## config.mk

```make
export PLATFORM = sky130hd
export DESIGN_NAME = brauns_array_multiplier_4bit
export DESIGN_NICKNAME = d
export VERILOG_FILES = /design/src/rtl/brauns_array_multiplier_4bit_full_adder_cell.sv /design/src/rtl/brauns_array_multiplier_4bit.sv
export SDC_FILE = /design/constraint.sdc
export NUM_CORES = 1
export LEC_CHECK = 0
export BUFFER_PORTS_ARGS = -buffer_cell sky130_fd_sc_hd__buf_2
export CORE_MARGIN = 2
export CORE_UTILIZATION = 48
export DETAILED_ROUTE_END_ITERATION = 6
export GPL_ROUTABILITY_DRIVEN = 0
export MAX_ROUTING_LAYER = met4
export PLACE_DENSITY = 0.76
export SETUP_SLACK_MARGIN = 0.05
export SYNTH_ARGS = -nofsm -noshare
export SYNTH_HDL_FRONTEND = slang
export SYNTH_SLANG_ARGS = --single-unit
```

## constraint.sdc

```tcl
create_clock -name clk -period 4.7 [get_ports clk]
set_input_delay 0.94 -clock clk [delete_from_list [all_inputs] [get_ports clk]]
set_output_delay 0.94 -clock clk [all_outputs]
set_load 0.02 [all_outputs]
```

## src/rtl/brauns_array_multiplier_4bit_full_adder_cell.sv

```systemverilog
// One-bit full adder: the single cell type of the Braun array.
// Used in both the carry-save rows and the final ripple row.
module full_adder_cell (
    input  logic a,
    input  logic b,
    input  logic cin,
    output logic sum,
    output logic cout
);

    assign sum  = a ^ b ^ cin;
    assign cout = (a & b) | (a & cin) | (b & cin);

endmodule

```

## src/rtl/brauns_array_multiplier_4bit.sv

```systemverilog
// Unsigned WIDTH x WIDTH Braun array multiplier with a registered product.
// Partial products feed WIDTH-1 carry-save rows closed by a WIDTH-1 bit ripple adder.
module brauns_array_multiplier_4bit #(
    parameter int WIDTH = 4
) (
    input  logic                 clk,
    input  logic                 rst,
    input  logic [WIDTH-1:0]     A,
    input  logic [WIDTH-1:0]     B,
    input  logic                 in_valid,
    output logic [2*WIDTH-1:0]   AB,
    output logic                 out_valid
);

    logic [WIDTH-1:0]   pp      [WIDTH];
    logic [WIDTH-2:0]   csa_sum [1:WIDTH-1];
    logic [WIDTH-2:0]   csa_cry [1:WIDTH-1];
    logic [WIDTH-1:0]   rip_cry;
    logic [2*WIDTH-1:0] product;

    logic [2*WIDTH-1:0] ab_reg;
    logic               out_valid_reg;

    genvar gi, gj;

    // pp[i][j] carries weight i+j
    generate
        for (gi = 0; gi < WIDTH; gi++) begin : g_pp_row
            for (gj = 0; gj < WIDTH; gj++) begin : g_pp_col
                assign pp[gi][gj] = A[gj] & B[gi];
            end
        end
    endgenerate

    assign product[0] = pp[0][0];

    // Carry-save rows: cell (i,j) has weight i+j; its sum moves one column
    // right in the next row, its carry stays in the same column index.
    generate
        for (gi = 1; gi < WIDTH; gi++) begin : g_csa_row
            for (gj = 0; gj < WIDTH - 1; gj++) begin : g_csa_col
                logic cell_a;
                logic cell_cin;
                if (gi == 1) begin : g_first
                    assign cell_a   = pp[0][gj+1];
                    assign cell_cin = 1'b0;
                end else begin : g_inner
                    if (gj < WIDTH - 2) begin : g_diag
                        assign cell_a = csa_sum[gi-1][gj+1];
                    end else begin : g_edge
                        assign cell_a = pp[gi-1][WIDTH-1];
                    end
                    assign cell_cin = csa_cry[gi-1][gj];
                end
                full_adder_cell u_fa (
                    .a    (cell_a),
                    .b    (pp[gi][gj]),
                    .cin  (cell_cin),
                    .sum  (csa_sum[gi][gj]),
                    .cout (csa_cry[gi][gj])
                );
            end
            assign product[gi] = csa_sum[gi][0];
        end
    endgenerate

    // Ripple row merges the last sums and carries into the upper product bits.
    assign rip_cry[0] = 1'b0;

    generate
        for (gi = 0; gi < WIDTH - 1; gi++) begin : g_rip
            logic cell_a;
            if (gi < WIDTH - 2) begin : g_diag
                assign cell_a = csa_sum[WIDTH-1][gi+1];
            end else begin : g_edge
                assign cell_a = pp[WIDTH-1][WIDTH-1];
            end
            full_adder_cell u_fa (
                .a    (cell_a),
                .b    (csa_cry[WIDTH-1][gi]),
                .cin  (rip_cry[gi]),
                .sum  (product[WIDTH+gi]),
                .cout (rip_cry[gi+1])
            );
        end
    endgenerate

    assign product[2*WIDTH-1] = rip_cry[WIDTH-1];

    always_ff @(posedge clk) begin
        if (rst) begin
            ab_reg        <= '0;
            out_valid_reg <= 1'b0;
        end else begin
            out_valid_reg <= in_valid;
            if (in_valid) begin
                ab_reg <= product;
            end
        end
    end

    assign AB        = ab_reg;
    assign out_valid = out_valid_reg;

endmodule

```

==> flow_metrics.env, run 1 <==
export IMPL_status="completed"
export IMPL_min_path_type="flop to flop"
export IMPL_critPathBufInv=1
export IMPL_cts_path_max_buffers=2
export IMPL_hold_buffers=0
export IMPL_grt_pass1_wl_um=1500
export IMPL_die_area_sq_um=1630
export IMPL_seqPwrFrac_pct=41.0
export IMPL_p_clk_share_pct=29.3
export IMPL_antenna_found_initial=0
export IMPL_fin_crit_sh_pct=74.3
export IMPL_cts_setup_buffers=0
export IMPL_htreeDepth=1
export IMPL_path_delay_family="adder cells"
export IMPL_io_buffers=19
export IMPL_diodes=0
export IMPL_synthToLayoutAreaGrowth_pct=19.6
export IMPL_path_common_cell="fa_1"
export IMPL_yosys_area_share_simple_pct=20.4
export IMPL_synth_top_family_by_area="adder cells"
export IMPL_hpwl_um=870
export IMPL_drtPass1Iterations=4
export IMPL_reg2reg_slack_ns=4.10
export IMPL_drt_wl_total_um=1060
export IMPL_worst_pin_slew_ns=0.264
export IMPL_ir_worst_vdd_v=0.000225
export IMPL_final_util_pct=60.1
export IMPL_clk_pin_slew_ns=0.07
export IMPL_p_leak_nw=0.406
export IMPL_fmax_mhz=286
export IMPL_hold_violations=0
export IMPL_layout_common_cells="buf_2, and2_1, dfxtp_1, fa_1, nor2_1"
export IMPL_cp_required_ns=4.86
export IMPL_crit_start="B[0]"
export IMPL_pwr_share_comb_pct=29.7
export IMPL_cp_slowest_cell="fa_1"
export IMPL_syn_avg_cell_area_sq_um=10.3
export IMPL_synth_adder_area_share_pct=33.0
export IMPL_reg2reg_from="AB[7]"
export IMPL_synth_compound_area_share_pct=2.75
export IMPL_seq_area_sq_um=180
export IMPL_yosys_cell_types_count=15
export IMPL_grt_max_degree=12
export IMPL_switching_share_pct=32.5
export IMPL_relSlewSlack_pct=82.4
export IMPL_cts_buffers=3
export IMPL_core_area_sq_um=1270
export IMPL_max_cap_viol_count=0
export IMPL_syn_nets=85
export IMPL_initialDrtViolationCount=3
export IMPL_vias=466
export IMPL_muxShareOfSynthArea_pct=9.43
export IMPL_path_class="primary input to flop"
export IMPL_clk_latency_ns=0.27
export IMPL_cts_sinks=9
export IMPL_p_sw_mw=0.0684
export IMPL_drive_above_1_share_pct=28.9
export IMPL_synth_top_area_share_pct=28.3
export IMPL_ys_warn_count=0
export IMPL_synthXorXnorAreaFrac_pct=0
export IMPL_final_nets=107
export IMPL_setup_viol=0
export IMPL_die_width_um=40.4
export IMPL_grt_overflow=0
export IMPL_largest_reg_flops=8
export IMPL_drcViolationCount=0
export IMPL_cp_max_fo=4
export IMPL_syn_area_sq_um=637
export IMPL_ant_nets=0
export IMPL_intPower_mw=0.142
export IMPL_ys_ff_latch=9
export IMPL_start_kind="primary input"
export IMPL_path_cells="buf_2, and2_1, ha_1, fa_1, fa_1, ha_1, fa_1, fa_1, mux2i_1, nor2_1"
export IMPL_grt_total_usage_pct=15.0
export IMPL_wire_per_inst_um=10.8
export IMPL_fillers=119
export IMPL_rsz0062_at_grt="no"
export IMPL_viasPerCell=4.76
export IMPL_start_util_pct=50.2
export IMPL_final_common_cell="buf_2"
export IMPL_cts_tree="built"
export IMPL_yosys_area_top_type="dfxtp_1"
export IMPL_worstReg2RegEnd="AB[7]"
export IMPL_cts_resized=0
export IMPL_grt_pass1_vias=380
export IMPL_finalMaxSlewViolations=0
export IMPL_cp_depth=10
export IMPL_end_kind="flop"
export IMPL_fp_row_count=13
export IMPL_ys_seq_area_share_pct=28.3
export IMPL_io_pins=20
export IMPL_clock_skew_ns=0
export IMPL_p_per_area_nw_per_um2=276
export IMPL_worstRegToRegCells=2
export IMPL_worstPathArrival_ns=3.65
export IMPL_period_needed_ns=3.49
export IMPL_fin_setup_tns_ns=0
export IMPL_multi_input_area_sq_um=418
export IMPL_fin_ws_ns=1.21
export IMPL_dieHeight_um=40.4
export IMPL_cts_root_buf="clkbuf_4"
export IMPL_place_ws_ns=0.912
export IMPL_ys_top_cells_by_area="dfxtp_1, fa_1, and2_1"
export IMPL_synth_cells=62
export IMPL_max_stage_delay_ns=0.51
export IMPL_endpoint="AB[6]"
==> synth_stat cells <==
| library cell | count |
|---|---|
| nand2b_1 | 1 |
| a21oi_1 | 1 |
| and2_1 | 12 |
| nand2_1 | 3 |
| buf_6 | 1 |
| ha_1 | 4 |
| fa_1 | 8 |
| nor2b_1 | 1 |
| a211oi_2 | 1 |
| mux2i_1 | 6 |
| clkbuf_2 | 1 |
| nor2_1 | 7 |
| dfxtp_1 | 9 |
| nand3_1 | 1 |
| inv_1 | 6 |
==> worst register-to-register path, delay by kind of cell, from the launching register on <==
kind / cells / cell delay [ns]
flops: 1 / 0.31
mux: 1 / 0.13
simple gates: 1 / 0.05
==> routing by layer <==
metal / share of wire, % / up-vias / track usage, %
li1: - / 234 / -
met1: 47 / 216 / 17.1
met2: 46 / 16 / 22.2
met3: 6.6 / 0 / 8.33
met4: 0 / 0 / 5.00
met5: 0 / - / -
==> layout make-up <==
| type | instances | share of cell area, % |
|---|---|---|
| Clock buffer | 3 | 2.96 |
| Clock inverter | 1 | 0.657 |
| Inverter | 6 | 2.96 |
| Multi-Input combinational cell | 45 | 54.8 |
| Sequential cell | 9 | 23.6 |
| Tap cell | 15 | 2.46 |
| Timing Repair Buffer | 19 | 12.5 |
==> kinds of logic (layout without fill, tap and decap cells) <==
kind of cell | after synthesis | after routing
and+or+nand+nor | 25 | 25
adders and majority gates | 12 | 12
DFF | 9 | 9
buffers and inverters | 8 | 29
muxes | 6 | 6
AOI/OAI and AO/OA | 2 | 2
==> power groups by stage <==
| stage | combinational (mW) | clock (mW) | sequential (mW) |
|---|---|---|---|
| 3_3_place_gp | 0.0629 | 0 | 0.0879 |
| 3_5_place_dp | 0.0642 | 0 | 0.0880 |
| 2_1_floorplan | 0.0359 | 0 | 0.0969 |
| 6_report | 0.0626 | 0.0617 | 0.0863 |
| 5_1_grt | 0.0711 | 0.0665 | 0.0872 |
| 4_1_cts | 0.0645 | 0.0654 | 0.0863 |
==> worst min-delay path by stage <==
stage | to | cells after the start | slack, ns | from
after global routing | AB[0] | 2 | 0.50 | AB[0]
final | AB[0] | 2 | 0.47 | AB[0]
after CTS | AB[0] | 2 | 0.48 | AB[0]
after floorplan | AB[0] | 2 | 0.54 | AB[0]
after detailed placement | AB[0] | 2 | 0.46 | AB[0]
after global placement | AB[0] | 2 | 0.45 | AB[0]
==> stage by stage <==
stage	cell area [sq um]	std cells	hold WS [ns]	total power, mW
3_5_place_dp	734	94	0.464	0.152
4_1_cts	762	98	0.477	0.216
2_1_floorplan	637	62	0.543	0.133
3_3_place_gp	734	94	0.452	0.151
5_1_grt	762	98	0.502	0.225
6_report	762	98	0.472	0.211
Note: power is estimated with default switching activity, not from simulation.
==> run 2: changes to the inputs <==
clock period = 3.5 ns   (was 4.7 ns; I/O delays follow)
==> run 2 against run 1 <==
Sequential power is 34% higher. Global-route usage increased by 2.6 points. First-iteration DRC count is 100% higher. Total power up 36%. Utilization grew 1.8 points. Via count is 2.8% higher. Clock-buffer cell count unchanged. Cell count grew 3.1%. Sequential share of layout area decreased by 0.68 points. Largest cell class unchanged. Highest routed layer unchanged.
==> flow_metrics.env, run 2 (synthesis gave the netlist of run 1 again) <==
export IMPL_use_met3_pct=5.00
export IMPL_largest_reg_flops=8
export IMPL_grt_overflow=0
export IMPL_dieHeight_um=40.4
export IMPL_clk_pin_slew_ns=0.07
export IMPL_antenna_found_initial=0
export IMPL_final_nets=110
export IMPL_period_needed_ns=3.25
export IMPL_rsz0062_at_grt="no"
export IMPL_use_met2_pct=30.2
export IMPL_finalMaxSlewViolations=0
export IMPL_cts_tree="built"
export IMPL_min_path_type="flop to flop"
export IMPL_hold_buffers=0
export IMPL_die_width_um=40.4
export IMPL_wire_per_inst_um=11.5
export IMPL_path_class="primary input to flop"
export IMPL_cp_max_fo=2
export IMPL_final_util_pct=61.8
export IMPL_diodes=0
export IMPL_drtPass1Iterations=2
export IMPL_cp_required_ns=3.65
export IMPL_viasPerCell=4.74
export IMPL_cts_setup_buffers=0
export IMPL_grt_max_degree=12
export IMPL_p_leak_nw=0.420
export IMPL_htreeDepth=1
export IMPL_p_per_area_nw_per_um2=364
export IMPL_fmax_mhz=308
export IMPL_core_area_sq_um=1270
export IMPL_grt_pass1_wl_um=1810
export IMPL_start_util_pct=50.2
export IMPL_cts_buffers=3
export IMPL_hpwl_um=1010
export IMPL_cts_path_max_buffers=2
export IMPL_setup_viol=0
export IMPL_die_area_sq_um=1630
export IMPL_final_common_cell="buf_2"
export IMPL_fin_crit_sh_pct=92.7
export IMPL_layout_common_cells="buf_2, and2_1, dfxtp_1, fa_1, nor2_1"
export IMPL_grt_total_usage_pct=17.7
export IMPL_initialDrtViolationCount=6
export IMPL_io_buffers=19
export IMPL_max_cap_viol_count=0
export IMPL_clk_latency_ns=0.26
export IMPL_grt_use_met1_pct=21.0
export IMPL_fp_row_count=13
export IMPL_grt_pass1_vias=431
export IMPL_ir_worst_vdd_v=0.000336
export IMPL_ant_nets=0
export IMPL_worst_pin_slew_ns=0.257
export IMPL_io_pins=20
export IMPL_drive_above_1_share_pct=31.4
export IMPL_clock_skew_ns=0
export IMPL_holdWs_ns=0.467
export IMPL_fillers=114
export IMPL_status="completed"
export IMPL_vias=479
export IMPL_synthToLayoutAreaGrowth_pct=23.2
export IMPL_cts_resized=0
export IMPL_drcViolationCount=0
export IMPL_drt_wl_total_um=1160
export IMPL_cts_root_buf="clkbuf_4"
export IMPL_worstPathArrival_ns=3.40
export IMPL_grt_busiest_layer="met2"
export IMPL_cts_sinks=9
export IMPL_start_kind="primary input"
export IMPL_end_kind="flop"
export IMPL_relSlewSlack_pct=82.9
export IMPL_hold_violations=0
run 2: cell count changes in the layout (fill, tap and decap cells not counted), sizes merged:
cell  delta
buf      +3
run 2: where the power goes:
group / internal [mW] / total [mW] / leakage, nW / switching (mW)
combinational: 0.0397 / 0.0889 / 0.329 / 0.0493
sequential: 0.112 / 0.116 / 0.0740 / 0.00438
clock: 0.0421 / 0.0804 / 0.0177 / 0.0383
run 2: metrics by stage:
step / area (sq um) / power, mW / std cells / setup TNS, ns / setup WS, ns
6_report: 785 / 0.286 / 101 / 0 / 0.255
5_1_grt: 785 / 0.308 / 101 / 0 / 0.180
4_1_cts: 785 / 0.290 / 101 / 0 / 0.234
3_5_place_dp: 757 / 0.210 / 97 / -0.0408 / -0.0408
3_3_place_gp: 757 / 0.205 / 97 / 0 / 0.000781
2_1_floorplan: 637 / 0.178 / 62 / 0 / 0.157
run 2: area by class of cell:
| type | count | area [sq um] | area share, % |
|---|---|---|---|
| well taps | 15 | 18.8 | 2.39 |
| multi-input cells | 45 | 418 | 53.3 |
| repair buffers | 22 | 118 | 15.0 |
| clock inverters | 1 | 5.00 | 0.638 |
| flip-flops and latches | 9 | 180 | 23.0 |
| inverters | 6 | 22.5 | 2.87 |
| clock buffers | 3 | 22.5 | 2.87 |
run 2: metal layers:
metal	vias to the layer above	wire length (um)	share of wire, %
met5	-	0	0
met2	8	631	54
met1	229	474	41
li1	242	-	-
met3	0	52	4.5
met4	0	0	0
run 2: final timing paths:
kind / startpoint / endpoint / slack (ns) / cells past startpoint
worst max-delay path: B[0] / AB[6] / 0.25 / 10
worst min-delay path: AB[0] / AB[0] / 0.47 / 2
worst max register to register: AB[5] / AB[5] / 2.89 / 2
worst min register to register: AB[0] / AB[0] / 0.47 / 2
run 2: worst max-delay path: stages:
cell and delay, ns:
buf_2 0.10, and2_1 0.15, ha_1 0.32, fa_1 0.52, fa_1 0.43, ha_1 0.20, fa_1 0.37, fa_1 0.43
mux2i_1 0.14, nor2_1 0.05
